`config.mk`:
```
export PLATFORM = sky130hd
export DESIGN_NAME = ch_event_counter_array
export DESIGN_NICKNAME = d
export VERILOG_FILES = /design/src/rtl/ch_event_counter_array.sv
export SDC_FILE = /design/constraint.sdc
export NUM_CORES = 1
export LEC_CHECK = 0
export ABC_CLOCK_PERIOD_IN_PS = 7900
export CELL_PAD_IN_SITES_DETAIL_PLACEMENT = 1
export CELL_PAD_IN_SITES_GLOBAL_PLACEMENT = 2
export CORE_MARGIN = 2
export CORE_UTILIZATION = 35
export CTS_CLUSTER_DIAMETER = 30
export CTS_CLUSTER_SIZE = 14
export DETAILED_ROUTE_END_ITERATION = 10
export PLACE_DENSITY_LB_ADDON = 0.1
export SYNTH_ARGS = -nofsm -noshare
export SYNTH_HDL_FRONTEND = slang
export SYNTH_SLANG_ARGS = --single-unit
```
`constraint.sdc`:
```
create_clock -name clk -period 7.9 [get_ports clk]
set_input_delay 1.975 -clock clk [delete_from_list [all_inputs] [get_ports clk]]
set_output_delay 1.975 -clock clk [all_outputs]
set_load 0.02 [all_outputs]
```
`src/rtl/ch_event_counter_array.sv`:
```
// Multi-channel event counter with an RTC-gated measurement window.
// Each channel counts synchronised rising edges. When the window closes, the
// counts are snapshotted and shifted out serially, one word per channel,
// with a load strobe, channel address and overflow flags.

// One channel: input synchroniser, edge detect and live counter.
// cnt_nxt_o/ovf_nxt_o carry the value including this cycle's edge, so the
// snapshot taken in the window-closing cycle sees an edge in that cycle.
module ch_event_counter_lane #(
    parameter int CNT_W    = 8,
    parameter int SATURATE = 0
) (
    input  logic             clk,
    input  logic             reset,
    input  logic             en_i,
    input  logic             ch_i,
    input  logic             clr_i,
    output logic [CNT_W-1:0] cnt_nxt_o,
    output logic             ovf_nxt_o
);
    localparam logic [CNT_W-1:0] CNT_MAX = '1;

    logic             s1_q, s2_q, s3_q;
    logic             rise;
    logic [CNT_W-1:0] cnt_q, cnt_d;
    logic             ovf_q, ovf_d;

    assign rise = en_i & s2_q & ~s3_q;

    // Two-flop synchroniser plus edge-history register
    always_ff @(posedge clk or posedge reset) begin
        if (reset) begin
            s1_q <= 1'b0;
            s2_q <= 1'b0;
            s3_q <= 1'b0;
        end else begin
            s1_q <= ch_i;
            s2_q <= s1_q;
            s3_q <= s2_q;
        end
    end

    // Next count: increment on an edge, wrap or saturate at max
    always_comb begin
        cnt_d = cnt_q;
        ovf_d = ovf_q;
        if (rise) begin
            if (cnt_q == CNT_MAX) begin
                ovf_d = 1'b1;
                cnt_d = (SATURATE != 0) ? CNT_MAX : '0;
            end else begin
                cnt_d = cnt_q + CNT_W'(1);
            end
        end
    end

    // Live counter: held at zero while disabled, cleared after window close
    always_ff @(posedge clk or posedge reset) begin
        if (reset) begin
            cnt_q <= '0;
            ovf_q <= 1'b0;
        end else if (!en_i || clr_i) begin
            cnt_q <= '0;
            ovf_q <= 1'b0;
        end else begin
            cnt_q <= cnt_d;
            ovf_q <= ovf_d;
        end
    end

    assign cnt_nxt_o = cnt_d;
    assign ovf_nxt_o = ovf_d;
endmodule

module ch_event_counter_array #(
    parameter int N_CH      = 8,
    parameter int CNT_W     = 8,
    parameter int AW        = 4,
    parameter int RTC_TICKS = 4,
    parameter int SATURATE  = 0
) (
    input  logic            clk,
    input  logic            reset,
    input  logic            en,
    input  logic [N_CH-1:0] ch,
    input  logic            rtc,
    output logic            serial_out,
    output logic            sl,
    output logic [AW-1:0]   addr,
    output logic            ovf_ch_out,
    output logic            ovf_global,
    output logic            ovf_rtc,
    output logic            busy
);
    localparam int TW = (RTC_TICKS > 1) ? $clog2(RTC_TICKS) : 1;
    localparam int BW = (CNT_W > 1) ? $clog2(CNT_W) : 1;
    localparam int KW = $clog2(N_CH);
    localparam logic [TW-1:0] TICK_LAST = TW'(RTC_TICKS - 1);
    localparam logic [BW-1:0] BIT_TOP   = BW'(CNT_W - 1);
    localparam logic [AW-1:0] K_LAST    = AW'(N_CH - 1);

    typedef enum logic [1:0] {IDLE, LOAD, SHIFT} state_t;

    logic                       rtc_s1_q, rtc_s2_q, rtc_s3_q;
    logic                       rtc_rise, win_close;
    logic [TW-1:0]              tick_q;
    logic [N_CH-1:0][CNT_W-1:0] cnt_nxt;
    logic [N_CH-1:0]            ovf_nxt;

    state_t                     state_q;
    logic [AW-1:0]              k_q, k_inc;
    logic [KW-1:0]              k_idx, k_inc_idx;
    logic [BW-1:0]              bit_q, bit_dec;
    logic [N_CH-1:0][CNT_W-1:0] snap_cnt_q;
    logic [N_CH-1:0]            snap_ovf_q;
    logic                       ser_q, sl_q, ovf_ch_q, glb_q, rtc_ovf_q, busy_q;

    assign rtc_rise  = en & rtc_s2_q & ~rtc_s3_q;
    assign win_close = rtc_rise && (tick_q == TICK_LAST);

    // RTC synchroniser and edge-history register
    always_ff @(posedge clk or posedge reset) begin
        if (reset) begin
            rtc_s1_q <= 1'b0;
            rtc_s2_q <= 1'b0;
            rtc_s3_q <= 1'b0;
        end else begin
            rtc_s1_q <= rtc;
            rtc_s2_q <= rtc_s1_q;
            rtc_s3_q <= rtc_s2_q;
        end
    end

    // Tick counter: counts RTC edges, restarts when the window closes
    always_ff @(posedge clk or posedge reset) begin
        if (reset) begin
            tick_q <= '0;
        end else if (!en || win_close) begin
            tick_q <= '0;
        end else if (rtc_rise) begin
            tick_q <= tick_q + TW'(1);
        end
    end

    for (genvar g = 0; g < N_CH; g++) begin : g_lane
        ch_event_counter_lane #(
            .CNT_W    (CNT_W),
            .SATURATE (SATURATE)
        ) u_lane (
            .clk       (clk),
            .reset     (reset),
            .en_i      (en),
            .ch_i      (ch[g]),
            .clr_i     (win_close),
            .cnt_nxt_o (cnt_nxt[g]),
            .ovf_nxt_o (ovf_nxt[g])
        );
    end

    assign k_inc     = k_q + AW'(1);
    assign k_idx     = k_q[KW-1:0];
    assign k_inc_idx = k_inc[KW-1:0];
    assign bit_dec   = bit_q - BW'(1);

    // Readout FSM; outputs are registered alongside the state so each
    // output reflects the state it is entering
    always_ff @(posedge clk or posedge reset) begin
        if (reset) begin
            state_q    <= IDLE;
            k_q        <= '0;
            bit_q      <= '0;
            snap_cnt_q <= '0;
            snap_ovf_q <= '0;
            ser_q      <= 1'b0;
            sl_q       <= 1'b0;
            ovf_ch_q   <= 1'b0;
            glb_q      <= 1'b0;
            rtc_ovf_q  <= 1'b0;
            busy_q     <= 1'b0;
        end else begin
            if (win_close && state_q != IDLE)
                rtc_ovf_q <= 1'b1;
            case (state_q)
                IDLE: begin
                    if (win_close) begin
                        snap_cnt_q <= cnt_nxt;
                        snap_ovf_q <= ovf_nxt;
                        glb_q      <= |ovf_nxt;
                        k_q        <= '0;
                        state_q    <= LOAD;
                        sl_q       <= 1'b1;
                        ovf_ch_q   <= ovf_nxt[0];
                        ser_q      <= 1'b0;
                        busy_q     <= 1'b1;
                    end
                end
                LOAD: begin
                    state_q <= SHIFT;
                    bit_q   <= BIT_TOP;
                    sl_q    <= 1'b0;
                    ser_q   <= snap_cnt_q[k_idx][BIT_TOP];
                end
                SHIFT: begin
                    if (bit_q == '0) begin
                        ser_q <= 1'b0;
                        if (k_q == K_LAST) begin
                            state_q  <= IDLE;
                            busy_q   <= 1'b0;
                            ovf_ch_q <= 1'b0;
                            k_q      <= '0;
                        end else begin
                            state_q  <= LOAD;
                            k_q      <= k_inc;
                            sl_q     <= 1'b1;
                            ovf_ch_q <= snap_ovf_q[k_inc_idx];
                        end
                    end else begin
                        bit_q <= bit_dec;
                        ser_q <= snap_cnt_q[k_idx][bit_dec];
                    end
                end
                default: state_q <= IDLE;
            endcase
        end
    end

    assign serial_out = ser_q;
    assign sl         = sl_q;
    assign addr       = k_q;
    assign ovf_ch_out = ovf_ch_q;
    assign ovf_global = glb_q;
    assign ovf_rtc    = rtc_ovf_q;
    assign busy       = busy_q;
endmodule

```
==> metrics.log, run 1 <==
INFO  metric run_status = complete, no violations
INFO  metric preCtsSetupSlack = between 2 and 3 ns
INFO  metric dp.final_hpwl = 14,500 um
INFO  metric largest_net_degree_at_the_start_of_global_routing = around 140
INFO  metric hold_path.class = flip-flop to flip-flop
INFO  metric tns = 0 ns
INFO  metric post_synth_and_or_nand_nor_area_fraction = 0.175
INFO  metric synth_edf_count = 0
INFO  metric synth_area = 0.00836 mm^2
INFO  metric yosys-mux-area-fraction = 0.0799
INFO  metric filler_cell_count = 2,585
INFO  metric area_of_the_core = about 0.023 mm^2
INFO  metric finClkSkew = 0.0113 ns
INFO  metric min_delay_path_depth = 0
INFO  metric synth-async-reset-ratio = 1.00
INFO  metric tritoncts_clock_tree = done
INFO  metric post_cts.resized_instances = 0
INFO  metric p_seq_frac = 0.475
INFO  metric synth_sequential_area_ratio = 0.563
INFO  metric cts_hold_buffers = 0
INFO  metric timing.rr.start = tick_q[0]
INFO  metric critPathCapture = snap_cnt_q[48]
INFO  metric mostFrequentLayoutCells = sky130_fd_sc_hd__dfrtp_1 (188), sky130_fd_sc_hd__nand2_1 (113), sky130_fd_sc_hd__nor2_1 (97)
INFO  metric drv_cap = 0
INFO  metric critPathMostFrequentCell = sky130_fd_sc_hd__buf_4
INFO  metric antenna-diode-count = 0
INFO  metric yosys-top-cells-area = sky130_fd_sc_hd__dfrtp_1 (56%), sky130_fd_sc_hd__nand2_1 (5.1%), sky130_fd_sc_hd__nor2_1 (4.4%), sky130_fd_sc_hd__o21ai_0 (4.1%), sky130_fd_sc_hd__mux4_2 (3.0%)
INFO  metric synth-adder-area-share = 0.0254
INFO  metric globalRouteOverflowTotal = 0
INFO  metric io_buffer_count = 21
INFO  metric flow.area_growth_from_synthesis = 12.8%
INFO  metric track_usage = 0.177
INFO  metric final_max_slew_viol_count = 0
INFO  metric ir_worst_vdd = about 0.00012 V
INFO  metric nets = 814
INFO  metric root_buffer_cell = sky130_fd_sc_hd__clkbuf_16
INFO  metric cpPeakStageDelay = about 0.75 ns
INFO  metric grt_pass1_wl = about 34,000 um
INFO  metric clkLatencyLatePin = approximately 0.43 ns
INFO  metric start_kind = input port
INFO  metric grt_setup_unrepaired = false
INFO  metric post-layout-total-power = about 2200 uW
INFO  metric yosys.cell_types.count = 48
INFO  metric crit_family = buffers and inverters
INFO  metric layout_commonest_cell = sky130_fd_sc_hd__dfrtp_1
INFO  metric worst_slack = approximately 3.5 ns
INFO  metric synth_top_family_by_area = simple AND/OR/NAND/NOR gates
INFO  metric route.detailed.drc = 0
INFO  metric worstPathRequired = about 8 ns
INFO  metric ys_warn_count = 0
INFO  metric finalHoldViolations = 0
INFO  metric setup_viol = 0
INFO  metric cts.reportedPaths.clkPinSlew = 0.07 ns
INFO  metric placed_cell_area = between 0.008 and 0.009 mm^2
INFO  metric period_needed = 4.41 ns
INFO  metric synthCells = roughly 780
INFO  metric post_synth_xor_area_fraction = 0.0471
INFO  metric cts-buffers-inserted = 17
INFO  metric cts_max_level = 4
INFO  metric power_density = between 200 and 250 mW/mm^2
INFO  metric timing.max_slew.rel_slack = 0.320
INFO  metric critical_path_arrival = 4.73 ns
INFO  metric clock.fmax = 0.227 GHz
INFO  metric route.antenna.remaining_nets = 0
INFO  metric placement_rows = between 50 and 60
INFO  metric total_leakage_power = roughly 0.0042 uW
INFO  metric clock_sink_count = 188
INFO  metric die-area = 0.0251 mm^2
INFO  metric crit_path_cell_trace = clkdlybuf4s50_1 -> nand4b_1 -> buf_4 -> or2_4 -> buf_4 -> nor2_1 -> a22o_1
INFO  metric initial_core_util = 0.356
INFO  metric synth_largest_type_area_fraction = 0.563
INFO  metric reg2reg_setup_slack = between 5 and 6 ns
INFO  metric pin_count = 22
INFO  metric cp-startpoint = en
INFO  metric synth_largest_area_cell = sky130_fd_sc_hd__dfrtp_1
INFO  metric initial_antenna_violation_count = 0
INFO  metric worst-path-buf-inv = 3
INFO  metric ff2ff_path_depth = 7
INFO  metric worstReg2RegEnd = snap_cnt_q[48]
INFO  metric num_vias = 5,689
INFO  metric drive_gt1_frac = 0.0739
INFO  metric critPathKind = input port to flip-flop
INFO  metric postRouteWirelength = between 20,000 and 25,000 um
INFO  metric worstSetupEndpointType = flip-flop
INFO  metric synth_area_per_cell = approximately 11 um^2
INFO  metric max-clock-path-buffers = 2
INFO  metric post_cts.repair.setup_buffers = 0
INFO  metric yosys_most_used_dff = sky130_fd_sc_hd__dfrtp_1
INFO  metric routed_wire_length_per_instance = 18.2 um
INFO  metric drt_first_pass_iters = 4
INFO  metric post-route-util = 0.402
INFO  metric worst-path-stages = 7
INFO  metric synth.net_count = 805
INFO  metric grt_pass1_vias = a little under 6,000
INFO  metric die_h = approximately 160 um
INFO  metric weighted_congestion_at_the_end_of_routability_driven_global_placement = slightly below 0.8
INFO  metric share_comb_of_total_power = 0.149
INFO  metric tightestPinTransition = 1.01 ns
INFO  metric min_period_over_period = 0.559
INFO  metric non_filler_cell_area_final = between 0.009 and 0.01 mm^2
INFO  metric die_w = roughly 160 um
INFO  metric drt-initial-drc-count = 281
INFO  metric synth_compound_gate_area_share = 0.0844
INFO  metric internal_power = between 1500 and 2000 uW
INFO  metric pwr-share-clk = 0.376
INFO  metric crit_path_max_fanout = 87
INFO  metric yosys_reg_bits = around 190
INFO  metric swShare = 0.295
INFO  metric avgViaCountPerCell = between 5 and 6
INFO  metric switchingPower = approximately 660 uW
INFO  metric timing.critical_path.slowest_stage_cell = sky130_fd_sc_hd__clkdlybuf4s50_1
-- cell families after synthesis --
logic type | Yosys count
xor gates and xnor gates | 45
AOI/OAI and AO/OA | 121
adders and majority gates | 17
DFF | 188
and+or+nand+nor | 314
muxes | 41
buffers and inverters | 50
-- synth_stat cells (3+ instances only) --
master,n
sky130_fd_sc_hd__a211oi_1,3
sky130_fd_sc_hd__a21o_1,4
sky130_fd_sc_hd__a21oi_1,19
sky130_fd_sc_hd__a31oi_1,3
sky130_fd_sc_hd__a41oi_1,3
sky130_fd_sc_hd__and2_1,6
sky130_fd_sc_hd__and3_1,16
sky130_fd_sc_hd__and3b_1,7
sky130_fd_sc_hd__and4_1,4
sky130_fd_sc_hd__buf_2,12
sky130_fd_sc_hd__clkbuf_1,21
sky130_fd_sc_hd__dfrtp_1,188
sky130_fd_sc_hd__ha_1,17
sky130_fd_sc_hd__inv_1,13
sky130_fd_sc_hd__mux2_2,5
sky130_fd_sc_hd__mux2i_1,18
sky130_fd_sc_hd__mux4_1,7
sky130_fd_sc_hd__mux4_2,11
sky130_fd_sc_hd__nand2_1,114
sky130_fd_sc_hd__nand2b_1,6
sky130_fd_sc_hd__nand3_1,17
sky130_fd_sc_hd__nand3b_1,6
sky130_fd_sc_hd__nand4_1,13
sky130_fd_sc_hd__nand4b_1,3
sky130_fd_sc_hd__nor2_1,97
sky130_fd_sc_hd__nor2b_1,5
sky130_fd_sc_hd__nor3_1,7
sky130_fd_sc_hd__nor3b_1,3
sky130_fd_sc_hd__nor4_1,4
sky130_fd_sc_hd__o21ai_0,68
sky130_fd_sc_hd__o31ai_1,10
sky130_fd_sc_hd__xnor2_1,18
sky130_fd_sc_hd__xor2_1,27
-- registers in the layout (all words and copies together) (netlist names), 4 cells and up --
signal               flops
g_lane.u_lane.cnt_q     64
snap_cnt_q              64
g_lane.u_lane.ovf_q      8
g_lane.u_lane.s1_q       8
g_lane.u_lane.s2_q       8
g_lane.u_lane.s3_q       8
snap_ovf_q               8
addr                     4
-- final cells by class --
cell class / instances / area (um^2) / area share
Inverter: 13 / 56.3 / 0.00597
Tap cell: 319 / 399 / 0.0423
Clock buffer: 18 / 439 / 0.0466
Multi-Input combinational cell: 538 / 3450 / 0.366
Sequential cell: 188 / 4700 / 0.499
Clock inverter: 14 / 126 / 0.0134
Timing Repair Buffer: 27 / 255 / 0.0271
-- through the flow --
step                hold slack (ns)  instances
floorplan                     0.331        776
global placement              0.333       1085
detailed placement            0.336       1085
CTS                           0.354       1117
global route                  0.370       1117
finish                        0.351       1117
-- power groups by stage --
stage / Combinational (uW) / Sequential (uW) / Clock, uW
3_5_place_dp: 336 / 1070 / 0
4_1_cts: 337 / 1050 / 862
3_3_place_gp: 331 / 1070 / 0
2_1_floorplan: 244 / 1060 / 0
6_report: 331 / 1050 / 835
5_1_grt: 369 / 1060 / 906
-- worst min-delay path by stage --
stage	start	to	slack, ns
after floorplan	g_lane[0].u_lane.s1_q	g_lane[0].u_lane.s2_q	0.33
after global placement	g_lane[5].u_lane.s1_q	g_lane[5].u_lane.s2_q	0.33
after detailed placement	g_lane[7].u_lane.s1_q	g_lane[7].u_lane.s2_q	0.34
after CTS	g_lane[1].u_lane.s1_q	g_lane[1].u_lane.s2_q	0.35
after global routing	g_lane[2].u_lane.s1_q	g_lane[2].u_lane.s2_q	0.37
final	g_lane[1].u_lane.s1_q	g_lane[1].u_lane.s2_q	0.35
-- routing by layer --
| layer | share of wire | GRT usage | vias up | routed length (um) |
|---|---|---|---|---|
| li1 | - | - | 2701 | - |
| met1 | 0.53 | 0.271 | 2925 | 10800 |
| met2 | 0.44 | 0.259 | 50 | 8930 |
| met3 | 0.017 | 0.0294 | 13 | 346 |
| met4 | 0.011 | 0.0493 | 0 | 220 |
| met5 | 0 | 0 | - | 0 |
Note: power is estimated with default switching activity, not from simulation.
==> run 2: changes to the inputs <==
- ABC_CLOCK_PERIOD_IN_PS: 7900 -> 3700
- clock period: 7.9 -> 3.7 ns (I/O delays scaled with it)
==> run 2 against run 1 <==
  * Setup slack worse by 2.6 ns
  * Routed wire length is 4.9% higher
  * Clock-buffer cell count is 1 lower
  * Final cell count increased by 1.1%
  * Die area did not move
  * Global-route usage rose by 0.99 points
  * First-iteration DRC count increased by 3.2%
  * Sequential power grew 110%
  * Power is 120% higher
  * Critical path type is now flip-flop to primary output
  * Clock power increased by 120%
  * Sequential cell count unchanged
==> metrics.log, run 2 (synthesized netlist as in run 1, its figures left out) <==
INFO  metric grt_pass1_wl = 35,700 um (was 33,700 um)
INFO  metric die-area = 0.0251 mm^2 (unchanged)
INFO  metric grt_pass1_vias = 6,238 (was 5,923)
INFO  metric tritoncts_clock_tree = done (unchanged)
INFO  metric setup_viol = 0 (unchanged)
INFO  metric min_period_over_period = 0.771
INFO  metric route.antenna.remaining_nets = 0 (unchanged)
INFO  metric crit_path_max_fanout = 14 (was 87)
INFO  metric num_vias = 5,753 (was 5,689)
INFO  metric post_cts.repair.setup_buffers = 0 (unchanged)
INFO  metric filler_cell_count = 2,572 (was 2,585)
INFO  metric largest_net_degree_at_the_start_of_global_routing = 80 (was 138)
INFO  metric drive_gt1_frac = 0.0877 (was 0.0739)
INFO  metric ir_worst_vdd = 0.000263 V (was 0.000117 V)
INFO  metric drt-initial-drc-count = 290 (was 281)
INFO  metric finalHoldWorstSlack = 0.354 ns (was 0.351 ns)
INFO  metric reg2reg_setup_slack = 1.21 ns (was 5.31 ns)
INFO  metric cts_max_level = 4 (unchanged)
INFO  metric tightestPinTransition = 0.652 ns (was 1.01 ns)
INFO  metric final_max_slew_viol_count = 0 (unchanged)
INFO  metric finalHoldViolations = 0 (unchanged)
INFO  metric flow.area_growth_from_synthesis = 14.7% (was 12.8%)
INFO  metric total_leakage_power = 0.00425 uW (was 0.00417 uW)
INFO  metric dp.final_hpwl = 15,500 um (was 14,500 um)
INFO  metric layout_commonest_cell = sky130_fd_sc_hd__dfrtp_1 (unchanged)
INFO  metric critPathKind = flip-flop to primary output (was input port to flip-flop)
INFO  metric start_kind = flip-flop (was input port)
INFO  metric clock.fmax = approximately 0.35 GHz
INFO  metric worstSetupEndpointType = primary output (was flip-flop)
INFO  metric track_usage = 0.187 (was 0.177)
INFO  metric route.detailed.drc = 0 (unchanged)
INFO  metric cpPeakStageDelay = 0.76 ns (was 0.75 ns)
INFO  metric pin_count = 22 (unchanged)
INFO  metric drt_first_pass_iters = 4 (unchanged)
INFO  metric power_density = 502 mW/mm^2 (was 235 mW/mm^2)
INFO  metric cts.reportedPaths.clkPinSlew = 0.07 ns (about the same)
INFO  metric die_w = 159 um (unchanged)
INFO  metric antenna-diode-count = 0 (unchanged)
INFO  metric final-seq-area = 0.00470 mm^2 (unchanged)
INFO  metric run_status = complete, no violations (unchanged)
INFO  metric drv_cap = 0 (unchanged)
INFO  metric area_of_the_core = 0.0235 mm^2 (unchanged)
INFO  metric die_h = 159 um (unchanged)
INFO  metric crit_path_cell_trace = clkdlybuf4s50_1 (was clkdlybuf4s50_1 -> nand4b_1 -> buf_4 -> or2_4 -> buf_4 -> nor2_1 -> a22o_1)
INFO  metric timing.max_slew.rel_slack = 0.565 (was 0.320)
INFO  metric avgViaCountPerCell = 5.10 (was 5.09)
INFO  metric grt_setup_unrepaired = false (unchanged)
INFO  metric routed_wire_length_per_instance = 18.9 um (was 18.2 um)
INFO  metric weighted_congestion_at_the_end_of_routability_driven_global_placement = 0.778 (was 0.787)
INFO  metric cts-buffers-inserted = 17 (unchanged)
INFO  metric critical_path_arrival = 1.93 ns (was 4.73 ns)
INFO  metric nets = 826 (was 814)
INFO  metric cts_hold_buffers = 0 (unchanged)
INFO  metric placement_rows = 56 (unchanged)
INFO  metric hold_path.class = flip-flop to flip-flop (unchanged)
INFO  metric crit_family = flip-flops (was buffers and inverters)
INFO  metric initial_core_util = 0.356 (unchanged)
INFO  metric postRouteWirelength = 21,300 um (was 20,300 um)
INFO  metric initial_antenna_violation_count = 0 (unchanged)
INFO  metric timing.critical_path.slowest_stage_cell = sky130_fd_sc_hd__dfrtp_1 (was sky130_fd_sc_hd__clkdlybuf4s50_1)
INFO  metric io_buffer_count = 21 (unchanged)
INFO  metric tns = 0 ns (unchanged)
INFO  metric clkLatencyLatePin = 0.44 ns (was 0.43 ns)
INFO  metric worst-path-buf-inv = 1 (was 3)
INFO  metric root_buffer_cell = sky130_fd_sc_hd__clkbuf_16 (unchanged)
INFO  metric worstPathRequired = 2.77 ns (was 8.22 ns)
INFO  metric max-clock-path-buffers = 2 (unchanged)
INFO  metric finClkSkew = 0.0145 ns (was 0.0113 ns)
INFO  metric period_needed = between 2 and 3 ns
INFO  metric post_cts.resized_instances = 0 (unchanged)
INFO  metric mostFrequentLayoutCells = sky130_fd_sc_hd__dfrtp_1 (188), sky130_fd_sc_hd__nand2_1 (113), sky130_fd_sc_hd__nor2_1 (97) (unchanged)
INFO  metric clock_sink_count = 188 (unchanged)
INFO  metric total_area_of_multi_input_combinational_cells = 0.00345 mm^2 (unchanged)
INFO  metric globalRouteOverflowTotal = 0 (unchanged)
INFO  metric layout_top_registers = g_lane.u_lane.cnt_q (64), snap_cnt_q (64) (unchanged)
## run 2: final timing paths
| path | depth (start not counted) | from | end |
|---|---|---|---|
| max in group asynchronous | 3 | reset | snap_cnt_q[36] |
| max reg2reg | 6 | addr[0] | serial_out |
| min | 0 | g_lane[0].u_lane.s1_q | g_lane[0].u_lane.s2_q |
| min reg2reg | 0 | g_lane[0].u_lane.s1_q | g_lane[0].u_lane.s2_q |
| max | 1 | addr[2] | addr[2] |
| min in group asynchronous | 2 | reset | g_lane[2].u_lane.cnt_q[2] |
## run 2: metrics by stage
step                      total power, uW  std cells  utilization  cell area, um^2  setup WS [ns]
after floorplan                      2780        776            -             8370          0.355
after global placement               3020       1097        0.384             9010          0.735
after detailed placement             3040       1097        0.384             9010          0.701
after CTS                            4890       1129        0.409             9590          0.865
after global routing                 5070       1129        0.409             9590          0.798
final                                4820       1129        0.409             9590          0.846
## run 2: per-layer routing
| metal | global-route usage | wire [um] |
|---|---|---|
| met1 | 0.280 | 11000 |
| met2 | 0.287 | 9770 |
| met3 | 0.0302 | 452 |
| met4 | 0.0403 | 165 |
| met5 | 0 | 0 |
## run 2: where the power goes
group | internal (uW) | leakage, uW | total (uW) | switching, uW
Sequential | 2130 | 0.00254 | 2240 | 107
Clock | 954 | 0.000278 | 1830 | 875
Combinational | 317 | 0.00143 | 753 | 436
## run 2: final cells by class
cell class / instances / share of cell area
clock inverters: 15 / 0.0158
repair buffers: 39 / 0.0425
flip-flops and latches: 188 / 0.491
inverters: 13 / 0.00548
clock buffers: 17 / 0.0444
well taps: 319 / 0.0416
multi-input cells: 538 / 0.360
==> run 3: changes to the inputs <==
- ABC_CLOCK_PERIOD_IN_PS: 3700 -> 2910
- clock period: 3.7 -> 2.91 ns (I/O delays scaled with it)
==> run 3 against run 2 <==
  * Final cell count is 0.53% higher
  * Register-to-register slack worse by 0.50 ns
  * Die area stayed put
  * First-iteration DRC count is 19% lower
  * Largest cell class unchanged
  * Largest power group unchanged
==> metrics.log, run 3 (synthesized netlist as in run 1, its figures left out) <==
INFO  metric min_delay_path_depth = 0 (unchanged)
INFO  metric die_h = 159 um (unchanged)
INFO  metric final_max_slew_viol_count = 0 (unchanged)
INFO  metric crit_path_max_fanout = 21 (was 14)
INFO  metric routed_wire_length_per_instance = 18.7 um (was 18.9 um)
INFO  metric p_seq_frac = 0.444 (was 0.464)
INFO  metric placement_rows = 56 (unchanged)
INFO  metric nets = 832 (was 826)
INFO  metric weighted_congestion_at_the_end_of_routability_driven_global_placement = 0.811 (was 0.778)
INFO  metric finClkSkew = 0.0103 ns (was 0.0145 ns)
INFO  metric cts_max_level = 4 (unchanged)
INFO  metric min_period_over_period = 0.859
INFO  metric route.met2.wl = 9560 um (was 9770 um)
INFO  metric drt-initial-drc-count = 235 (was 290)
INFO  metric routedLengthMet1 = 11,000 um (about the same)
INFO  metric route.detailed.drc = 0 (unchanged)
INFO  metric hold_path.class = flip-flop to flip-flop (unchanged)
INFO  metric num_vias = 5,744 (was 5,753)
INFO  metric grt_setup_unrepaired = false (unchanged)
INFO  metric reg2reg_setup_slack = 0.71 ns (was 1.21 ns)
INFO  metric globalRouteOverflowTotal = 0 (unchanged)
INFO  metric layout_top_registers = g_lane.u_lane.cnt_q (64), snap_cnt_q (64) (unchanged)
INFO  metric track_usage = 0.182 (was 0.187)
INFO  metric die_w = 159 um (unchanged)
INFO  metric die-area = 0.0251 mm^2 (unchanged)
INFO  metric power_density = 649 mW/mm^2 (was 502 mW/mm^2)
INFO  metric critical_path_arrival = 1.77 ns (was 1.93 ns)
INFO  metric initial_core_util = 0.356 (unchanged)
INFO  metric pin_count = 22 (unchanged)
INFO  metric largest_net_degree_at_the_start_of_global_routing = 108 (was 80)
INFO  metric setup_viol = 0 (unchanged)
INFO  metric swShare = 0.276 (was 0.294)
INFO  metric timing.max_slew.rel_slack = 0.555 (was 0.565)
INFO  metric critPathKind = flip-flop to primary output (unchanged)
INFO  metric tritoncts_clock_tree = done (unchanged)
INFO  metric clkLatencyLatePin = 0.43 ns (was 0.44 ns)
INFO  metric top_signal_layer_used = met4 (unchanged)
INFO  metric dp.final_hpwl = 15,200 um (was 15,500 um)
INFO  metric root_buffer_cell = sky130_fd_sc_hd__clkbuf_16 (unchanged)
INFO  metric cts_hold_buffers = 0 (unchanged)
INFO  metric antenna-diode-count = 0 (unchanged)
INFO  metric post_cts.resized_instances = 0 (unchanged)
INFO  metric number_of_standard_cells_in_the_layout_taps_in_and_fillers_out = 1,135 (was 1,129)
INFO  metric tightestPinTransition = 0.667 ns (was 0.652 ns)
INFO  metric layout_commonest_cell = sky130_fd_sc_hd__dfrtp_1 (unchanged)
INFO  metric mostFrequentLayoutCells = sky130_fd_sc_hd__dfrtp_1 (188), sky130_fd_sc_hd__nand2_1 (113), sky130_fd_sc_hd__nor2_1 (97) (unchanged)
INFO  metric min_to = g_lane[7].u_lane.s2_q (was g_lane[0].u_lane.s2_q)
INFO  metric postRouteWirelength = 21,200 um (was 21,300 um)
INFO  metric worstPathRequired = 2.18 ns (was 2.77 ns)
INFO  metric route.antenna.remaining_nets = 0 (unchanged)
INFO  metric max-clock-path-buffers = 2 (unchanged)
INFO  metric finalHoldViolations = 0 (unchanged)
INFO  metric total_leakage_power = 0.00431 uW (was 0.00425 uW)
INFO  metric internal_power = 4560 uW (was 3400 uW)
INFO  metric grt_pass1_wl = 34,700 um (was 35,700 um)
INFO  metric share_comb_of_total_power = 0.166 (was 0.156)
INFO  metric io_buffer_count = 21 (unchanged)
INFO  metric avgViaCountPerCell = 5.06 (was 5.10)
INFO  metric start_kind = flip-flop (unchanged)
INFO  metric pwr-share-clk = 0.390 (was 0.380)
INFO  metric worstSetupEndpointType = primary output (unchanged)
INFO  metric flow.area_growth_from_synthesis = 16.0% (was 14.7%)
INFO  metric drt_first_pass_iters = 4 (unchanged)
INFO  metric cts-buffers-inserted = 17 (unchanged)
INFO  metric tns = 0 ns (unchanged)
INFO  metric min_from = g_lane[7].u_lane.s1_q (was g_lane[0].u_lane.s1_q)
INFO  metric finalHoldWorstSlack = 0.351 ns (was 0.354 ns)
INFO  metric switchingPower = 1730 uW (was 1420 uW)
INFO  metric drv_cap = 0 (unchanged)
INFO  metric placedCellCount = 1,103 (was 1,097)
INFO  metric clock.fmax = about 0.4 GHz
INFO  metric cts.reportedPaths.clkPinSlew = 0.08 ns (was 0.07 ns)
INFO  metric run_status = complete, no violations (unchanged)
INFO  metric timing.rr.start = addr[0] (unchanged)
INFO  metric grt_pass1_vias = 6,145 (was 6,238)
INFO  metric period_needed = approximately 2.5 ns
INFO  metric wl_met3 = 421 um (was 452 um)
INFO  metric initial_antenna_violation_count = 0 (unchanged)
INFO  metric drive_gt1_frac = 0.0919 (was 0.0877)
INFO  metric clock_sink_count = 188 (unchanged)
INFO  metric ir_worst_vdd = 0.000325 V (was 0.000263 V)
INFO  metric area_of_the_core = 0.0235 mm^2 (unchanged)
INFO  metric post_cts.repair.setup_buffers = 0 (unchanged)
INFO  metric ff2ff_path_depth = 5 (was 6)
INFO  metric worstReg2RegEnd = serial_out (unchanged)
[run 3: cell count changes in the layout (fill, tap and decap cells not counted)]
cell / before / now
sky130_fd_sc_hd__clkinvlp_4: 4 / 2
sky130_fd_sc_hd__inv_6: 4 / 3
sky130_fd_sc_hd__buf_4: 13 / 17
sky130_fd_sc_hd__clkinv_2: 2 / 1
sky130_fd_sc_hd__clkbuf_8: 0 / 2
sky130_fd_sc_hd__bufinv_16: 1 / 3
sky130_fd_sc_hd__clkbuf_1: 0 / 2
sky130_fd_sc_hd__clkinv_4: 1 / 3
sky130_fd_sc_hd__buf_12: 5 / 7
sky130_fd_sc_hd__inv_8: 4 / 0
[run 3: critical path, cell delays in order, from the launching register on]
cell and delay, ns:
sky130_fd_sc_hd__dfrtp_1 0.46, sky130_fd_sc_hd__buf_12 0.24, sky130_fd_sc_hd__clkdlybuf4s50_1 0.63
[run 3: through the flow]
stage | instance area (um^2) | utilization | total power [uW] | worst slack [ns]
after CTS | 9700 | 0.413 | 6390 | 0.364
after global placement | 9080 | 0.387 | 3890 | 0.131
after floorplan | 8370 | - | 3540 | -0.238
final | 9700 | 0.413 | 6290 | 0.411
after global routing | 9700 | 0.413 | 6590 | 0.336
after detailed placement | 9080 | 0.387 | 3910 | 0.115
[run 3: area by class of cell]
type / instances / area (um^2)
clock buffer: 21 / 460
tap: 319 / 399
clock inverter: 11 / 155
timing repair buffer: 45 / 478
sequential: 188 / 4700
multi-input combinational: 538 / 3450
fill: 2592 / 13800
inverter: 13 / 52.6
[run 3: worst max-delay path by stage]
stage / from / to / slack, ns
final: addr[0] / addr[0] / 0.41
after global routing: addr[0] / addr[0] / 0.34
after CTS: addr[0] / addr[0] / 0.36
after detailed placement: en / g_lane[5].u_lane.cnt_q[0] / 0.11
after global placement: en / g_lane[5].u_lane.cnt_q[0] / 0.13
after floorplan: reset / addr[0] / -0.24
[run 3: metal layers]
metal	up-vias	track usage
met1	2937	0.273
met3	13	0.0220
li1	2737	-
met2	57	0.279
met5	-	0
met4	0	0.0498
[run 3: power groups by stage]
| stage | registers (uW) | logic, uW | clock network, uW |
|---|---|---|---|
| final | 2790 | 1040 | 2450 |
| after global routing | 2810 | 1150 | 2630 |
| after CTS | 2800 | 1060 | 2530 |
| after detailed placement | 2850 | 1060 | 0 |
| after global placement | 2840 | 1050 | 0 |
| after floorplan | 2870 | 664 | 0 |
